==> src/rtl/writer_arb.sv <==
// Round-robin arbiter sharing one registered writer input stage between NREQ
// burst requesters; a grant lasts until req_last or BURST words.
module writer_arb #(
  parameter int DWIDTH = 10,
  parameter int NREQ   = 4,
  parameter int SWIDTH = 2,
  parameter int BURST  = 4
) (
  input  logic                   clk,
  input  logic                   rst,
  input  logic [NREQ-1:0]        req_vld,
  input  logic [NREQ*DWIDTH-1:0] req_data,
  input  logic [NREQ-1:0]        req_last,
  output logic [NREQ-1:0]        req_rdy,
  output logic                   wr_vld,
  output logic [DWIDTH-1:0]      wr_data,
  output logic [SWIDTH-1:0]      wr_src,
  output logic                   wr_last,
  input  logic                   wr_rdy,
  output logic                   busy
);

  localparam int CWIDTH = $clog2(BURST + 1);

  typedef enum logic {IDLE, XFER} state_t;

  state_t              r_state, w_state_nxt;
  logic [SWIDTH-1:0]   r_ptr, w_ptr_nxt;
  logic [SWIDTH-1:0]   r_gnt, w_gnt_nxt;
  logic [CWIDTH-1:0]   r_cnt, w_cnt_nxt;
  logic [SWIDTH-1:0]   w_pick, w_idx;
  logic                w_any, w_slot_ok, w_acc, w_last;

  logic                r_wr_vld, r_wr_last;
  logic [DWIDTH-1:0]   r_wr_data;
  logic [SWIDTH-1:0]   r_wr_src;

  // First requesting index at or after r_ptr, wrapping modulo NREQ.
  always_comb begin
    w_pick = r_ptr;
    w_any  = 1'b0;
    w_idx  = '0;
    for (int unsigned k = 0; k < NREQ; k++) begin
      w_idx = SWIDTH'((32'(r_ptr) + k) % NREQ);
      if (!w_any && req_vld[w_idx]) begin
        w_any  = 1'b1;
        w_pick = w_idx;
      end
    end
  end

  assign w_slot_ok = (r_state == XFER) && (!r_wr_vld || wr_rdy);
  assign req_rdy   = w_slot_ok ? (NREQ'(1) << r_gnt) : '0;
  assign w_acc     = w_slot_ok && req_vld[r_gnt];
  assign w_last    = req_last[r_gnt] || (r_cnt == CWIDTH'(BURST - 1));

  always_comb begin
    w_state_nxt = r_state;
    w_ptr_nxt   = r_ptr;
    w_gnt_nxt   = r_gnt;
    w_cnt_nxt   = r_cnt;
    case (r_state)
      IDLE: begin
        if (w_any) begin
          w_state_nxt = XFER;
          w_gnt_nxt   = w_pick;
          w_cnt_nxt   = '0;
        end
      end
      XFER: begin
        if (w_acc) begin
          w_cnt_nxt = r_cnt + CWIDTH'(1);
          if (w_last) begin
            w_state_nxt = IDLE;
            w_ptr_nxt   = (r_gnt == SWIDTH'(NREQ - 1)) ? '0 : r_gnt + SWIDTH'(1);
          end
        end
      end
      default: w_state_nxt = IDLE;
    endcase
  end

  always_ff @(posedge clk or posedge rst) begin
    if (rst) begin
      r_state <= IDLE;
      r_ptr   <= '0;
      r_gnt   <= '0;
      r_cnt   <= '0;
    end else begin
      r_state <= w_state_nxt;
      r_ptr   <= w_ptr_nxt;
      r_gnt   <= w_gnt_nxt;
      r_cnt   <= w_cnt_nxt;
    end
  end

  // Output stage: load on accept, drop valid once drained, otherwise hold.
  always_ff @(posedge clk or posedge rst) begin
    if (rst) begin
      r_wr_vld  <= 1'b0;
      r_wr_data <= '0;
      r_wr_src  <= '0;
      r_wr_last <= 1'b0;
    end else if (w_acc) begin
      r_wr_vld  <= 1'b1;
      r_wr_data <= req_data[r_gnt*DWIDTH +: DWIDTH];
      r_wr_src  <= r_gnt;
      r_wr_last <= w_last;
    end else if (wr_rdy) begin
      r_wr_vld  <= 1'b0;
    end
  end

  assign wr_vld  = r_wr_vld;
  assign wr_data = r_wr_data;
  assign wr_src  = r_wr_src;
  assign wr_last = r_wr_last;
  assign busy    = (r_state == XFER);

endmodule

==> config.mk <==
export PLATFORM = sky130hd
export DESIGN_NAME = writer_arb
export DESIGN_NICKNAME = d
export VERILOG_FILES = /design/src/rtl/writer_arb.sv
export SDC_FILE = /design/constraint.sdc
export NUM_CORES = 1
export LEC_CHECK = 0
export ABC_AREA = 1
export CAP_MARGIN = 10
export CORE_ASPECT_RATIO = 0.8
export CORE_MARGIN = 4
export CORE_UTILIZATION = 44
export CTS_BUF_LIST = sky130_fd_sc_hd__clkbuf_4
export DETAILED_ROUTE_END_ITERATION = 8
export GPL_TIMING_DRIVEN = 0
export HOLD_SLACK_MARGIN = 0.08
export PLACE_DENSITY = 0.85
export SYNTH_ARGS = -nofsm -noshare
export SYNTH_HDL_FRONTEND = slang
export SYNTH_SLANG_ARGS = --single-unit
==> constraint.sdc <==
create_clock -name clk -period 1.95 [get_ports clk]
set_input_delay 0.195 -clock clk [delete_from_list [all_inputs] [get_ports clk]]
set_output_delay 0.195 -clock clk [all_outputs]
set_load 0.005 [all_outputs]
* After elaboration in Yosys (flattened, before gate mapping)
Index checks and enable logic that the tools add are counted.
** Word-level totals
- Output and inout bits :: 19
- Flip-flop bits (word level) :: 22
** Cells by class
- Shift operators :: 2
- Add/sub/neg operators :: 5
- Magnitude comparators :: 5
- Bitwise operators :: 1
- Reduce and logical (&&, ||, !) cells :: 15
- Eq/ne operators :: 4
- Multiplexer cells :: 30
- Multiply operators :: 1
** Operators with widths (count)
- $shiftx 40x7->10 :: 1
- $lt 2x3->1 const B :: 5
- $mux 1 :: 15
- $bmux 1 s2 :: 6
- $mux 2 :: 4
- $mux 3 :: 2
- $pmux 3 s2 :: 1
- $logic_and 1x1->1 :: 5
- $mul 2x3->5 const B :: 1
- $add 2x1->2 const B :: 2
- $add 2x2->2 const B :: 2
- $logic_not 1->1 :: 4
- $mux 4 :: 1
- $reduce_and 2->1 :: 2
- $shl 1x2->4 const A :: 1
- $add 3x1->3 const B :: 1
- $eq 3x2->1 const B :: 1
- $reduce_and 3->1 :: 1
- $eq 2x2->1 const B :: 1
- $logic_or 1x1->1 :: 2
- $ne 2x1->1 const B :: 1
- $ne 2x2->1 const B :: 1
- $pmux 1 s2 :: 1
- $reduce_bool 2->1 :: 1
- $not 1->1 :: 1

* Depth between registers and ports, before layout
- Depth after elaboration :: 14
- Gate-level depth with buffers :: 13

* Least setup slack after synthesis
OpenSTA, ideal clock, no wires.
- Kind :: reg-to-reg
- Start :: register r_gnt[0]
- End :: register r_ptr[0]
- Buffers on the path :: 2
- Library setup time :: 121 ps
- Cell stages (with the launch flop) :: 10
- Data required time :: 1829 ps
- Slack :: 499 ps
- Clock period less this slack :: 1451 ps
- Data arrival time :: 1330 ps
- Cells stage by stage :: dfrtp_1 > buf_6 > clkinv_2 > nor2_1 > o31ai_2 > nand2_1 > or2_0 > buf_2 > nand2_1 > o21ai_1
** On the way
- Word-level cells in the longest chain between the ends :: 4
** RTL lines
- from (decl) :: RTL line 29 : logic [SWIDTH-1:0] r_gnt, w_gnt_nxt;
- from (signal assigned) :: RTL line 92 : r_gnt <= w_gnt_nxt;
- $bmux 1 s2, on equally long branches :: RTL line 54, 55
- $mux 1, on equally long branches :: RTL line 54, 55
- $logic_and 1x1->1 / $logic_or 1x1->1 (equally long branches) :: RTL line 54, 55
- $reduce_and 3->1 (no line)
- to (signal assigned) :: RTL line 91 : r_ptr <= w_ptr_nxt;
- to (decl) :: RTL line 28 : logic [SWIDTH-1:0] r_ptr, w_ptr_nxt;
Parallel ways exist; a longest one is shown, timed or not. The select of a mux whose other input is x is not followed.
A chain may end at the register's enable or synchronous reset.

* Final worst setup path
- Start :: register r_gnt[1]
- End :: output port req_rdy[3]
** On the way
- Word-level cells in the longest chain between the ends :: 2
** RTL lines
- $shl 1x2->4 :: RTL line 53 : assign req_rdy = w_slot_ok ? (NREQ'(1) << r_gnt) : '0;
- $mux 4 :: RTL line 53
- to (decl) :: RTL line 14 : output logic [NREQ-1:0] req_rdy,
Every way passes these cells.

==> flow_metrics.tcl <==
set metrics [dict create \
    p_per_area_nw_per_um2 1450 \
    final_hold_viol_count 0 \
    die_width_um 77.2 \
    cap_violations 0 \
    start_kind "register" \
    fin_skew_ns 0.0109 \
    drt_iter0_markers 127 \
    cts-root-buf "clkbuf_4" \
    swShare 0.464 \
    pwr-share-seq 0.223 \
    drc 0 \
    antenna_found_initial 0 \
    internal-power_mw 1.96 \
    grt_overflow 0 \
    crit_arrival_ns 1.66 \
    endpoint_kind "output port" \
    use_met2 0.347 \
    portBuffers 69 \
    vias 1886 \
    initial_core_util 0.473 \
    drive_gt1_frac 0.124 \
    regArea_um2 552 \
    synthSimpleGateAreaFrac 0.383 \
    wl_per_cell_um 13.8 \
    worstMarginPinSlew_ns 0.845 \
    synth.distinct_cells 28 \
    max_freq_mhz 538 \
    syn_area_um2 1690 \
    yosys_warnings 0 \
    cts_sinks 22 \
    synthAdderAreaFrac 0.0445 \
    synth_top_family_by_area "simple AND/OR/NAND/NOR gates" \
    total_power_mw 3.66 \
    dp_cells 367 \
    fin_setup_tns_ns 0 \
    slew_headroom 0.436 \
    die-area_um2 4900 \
    netlist_instances 256 \
    cts_tree "built" \
    worst_hold_slack_ns 0.328 \
    synthMuxAreaShare 0 \
    numCtsBuffers 3 \
    io_pins 70 \
    busiest_layer "met2" \
    setup_violations 0 \
    p_sw_mw 1.70 \
    synth-seq-area-share 0.326 \
    core_region_area_um2 3570 \
    synth_xor_area_frac 0 \
    grt_util_met1 0.294 \
    grt_pass1_wl_um 8420 \
    cts_max_level 1 \
    clockBufferDepth 2 \
    fin_crit_sh 0.953 \
    vias_per_cell 5.06 \
    dr.pass1.iters 4 \
    clockPowerShare 0.097 \
    hold_path.class "input port to async pin" \
    dp_hpwl_um 3960 \
    clock_latency_ns 0.32 \
    grt_pass1_vias 1819 \
    wl_um 5160 \
    postCtsHoldBufs 0 \
    pwr-share-comb 0.680 \
    cp_max_fo 4 \
    ant_nets 0 \
    rows 19 \
    period_minus_slack_ns 1.86 \
    gr-usage-met3 0.0427 \
    critPathRequiredTime_ns 1.75 \
    grt_start_max_net_pins 23 \
    leakage_nw 1.24 \
    grt_usage 0.215 \
    finalNetCount 389 \
    synth_compound_area_frac 0.146 \
    die_y_um 63.4 \
    fin_util 0.707 \
    syn-num-nets 313 \
    avgSynthCellArea_um2 6.59 \
    peakVddDrop_uv 936 \
    outcome "complete, no violations" \
    setup.worst_path.class "register to output port" \
    antenna_cells 0 \
    synth-seq-cells 22 \
    maxSlewViolCount 0 \
    syn_to_final_growth_pct 49.4 \
    nFillCells 297 \
    gp_congestion 0.814 \
    path_clk_slew_ns 0.13 \
    multi_input_area_um2 967 \
    rsz0062_at_grt "no" \
    fin_cells 373 \
]
## cell usage in the layout (no fill, tap or decap), types with 6 or more instances in the layout
master           count
nand3_1             13
o21ai_0             22
nand2_2              8
buf_4                6
nand2_1             88
ha_1                 6
clkdlybuf4s50_1     66
dfrtp_1             21
nor2_1              29
o22ai_1             10
o21ai_1              7
inv_1               16
## stage by stage
stage	instance area, µm²	worst slack [ns]
2_1_floorplan	1690	0.499
3_3_place_gp	2430	-0.232
3_5_place_dp	2430	-0.216
4_1_cts	2500	0.0388
5_1_grt	2520	0.0226
6_report	2520	0.0916
## metal layers
metal	wire length, µm	up-vias
li1	-	965
met1	2360	843
met2	2400	70
met3	321	8
met4	81	0
met5	0	-
## critical path: stages, from the launching register on
cell and delay, ns:
dfrtp_2 0.47, buf_4 0.15, ha_1 0.16, inv_1 0.07, nor2_1 0.04, clkdlybuf4s50_1 0.46
## layout make-up
type,instances,share of cell area
multi-input combinational,197,0.383
timing repair buffer,73,0.286
sequential,22,0.219
inverter,23,0.0417
buffer,12,0.0288
tap,42,0.0208
clock inverter,1,0.0119
clock buffer,3,0.00893
## logic make-up (layout without fill, tap and decap cells)
kind of cell | count (synthesis) | in the layout
adders and majority gates | 6 | 6
buffers and inverters | 37 | 112
DFF | 22 | 22
AOI/OAI and AO/OA | 44 | 44
and+or+nand+nor | 147 | 147
## flip-flops by register name, summed over array words and instances, names as in the netlist
signal   count
wr_last      1
r_cnt        3
wr_src       2
r_ptr        2
r_gnt        2
wr_data     10
wr_vld       1
busy         1
## worst paths after layout
check | from | to | slack (ns) | cells after the start
setup / recovery | r_gnt[1]$_DFFE_PP0P_ | req_rdy[3] | 0.09 | 5
min in group clk | wr_rdy | wr_vld$_DFFE_PP0P_ | 0.46 | 2
hold reg to reg | wr_data[7]$_DFFE_PP0P_ | wr_data[7]$_DFFE_PP0P_ | 0.50 | 2
setup reg to reg | r_gnt[0]$_DFFE_PP0P_ | r_ptr[0]$_DFFE_PP0P_ | 0.31 | 9
hold / removal | rst | wr_data[4]$_DFFE_PP0P_ | 0.33 | 2
max in group asynchronous | rst | r_gnt[1]$_DFFE_PP0P_ | 1.05 | 2
## cell usage after synthesis (all sizes together)
library cell	n	area, µm²
clkinv	1	5.00
o21ai	29	145
a21oi	3	18.8
o22ai	10	62.6
buf	9	61.3
clkbuf	5	18.8
nor2	30	129
inv	22	85.1
o31ai	1	12.5
o211ai	1	7.51
ha	6	75.1
or2	2	12.5
nand4	1	6.26
nand2	98	403
nand3	16	95.1
dfrtp	22	551
## power by group through the flow
stage	combinational, mW	sequential [mW]	clock, mW
global placement	2.37	0.824	0
CTS	2.45	0.829	0.363
detailed placement	2.41	0.834	0
floorplan	1.57	0.823	0
finish	2.49	0.816	0.355
global route	2.80	0.844	0.388
## what timing repair did
item / in CTS / in global routing
resized for setup: 6 / 1
setup endpoints to repair: 3 / 1
buffers inserted: 2 / 2
No activity file was read; power rests on OpenSTA's default activity.
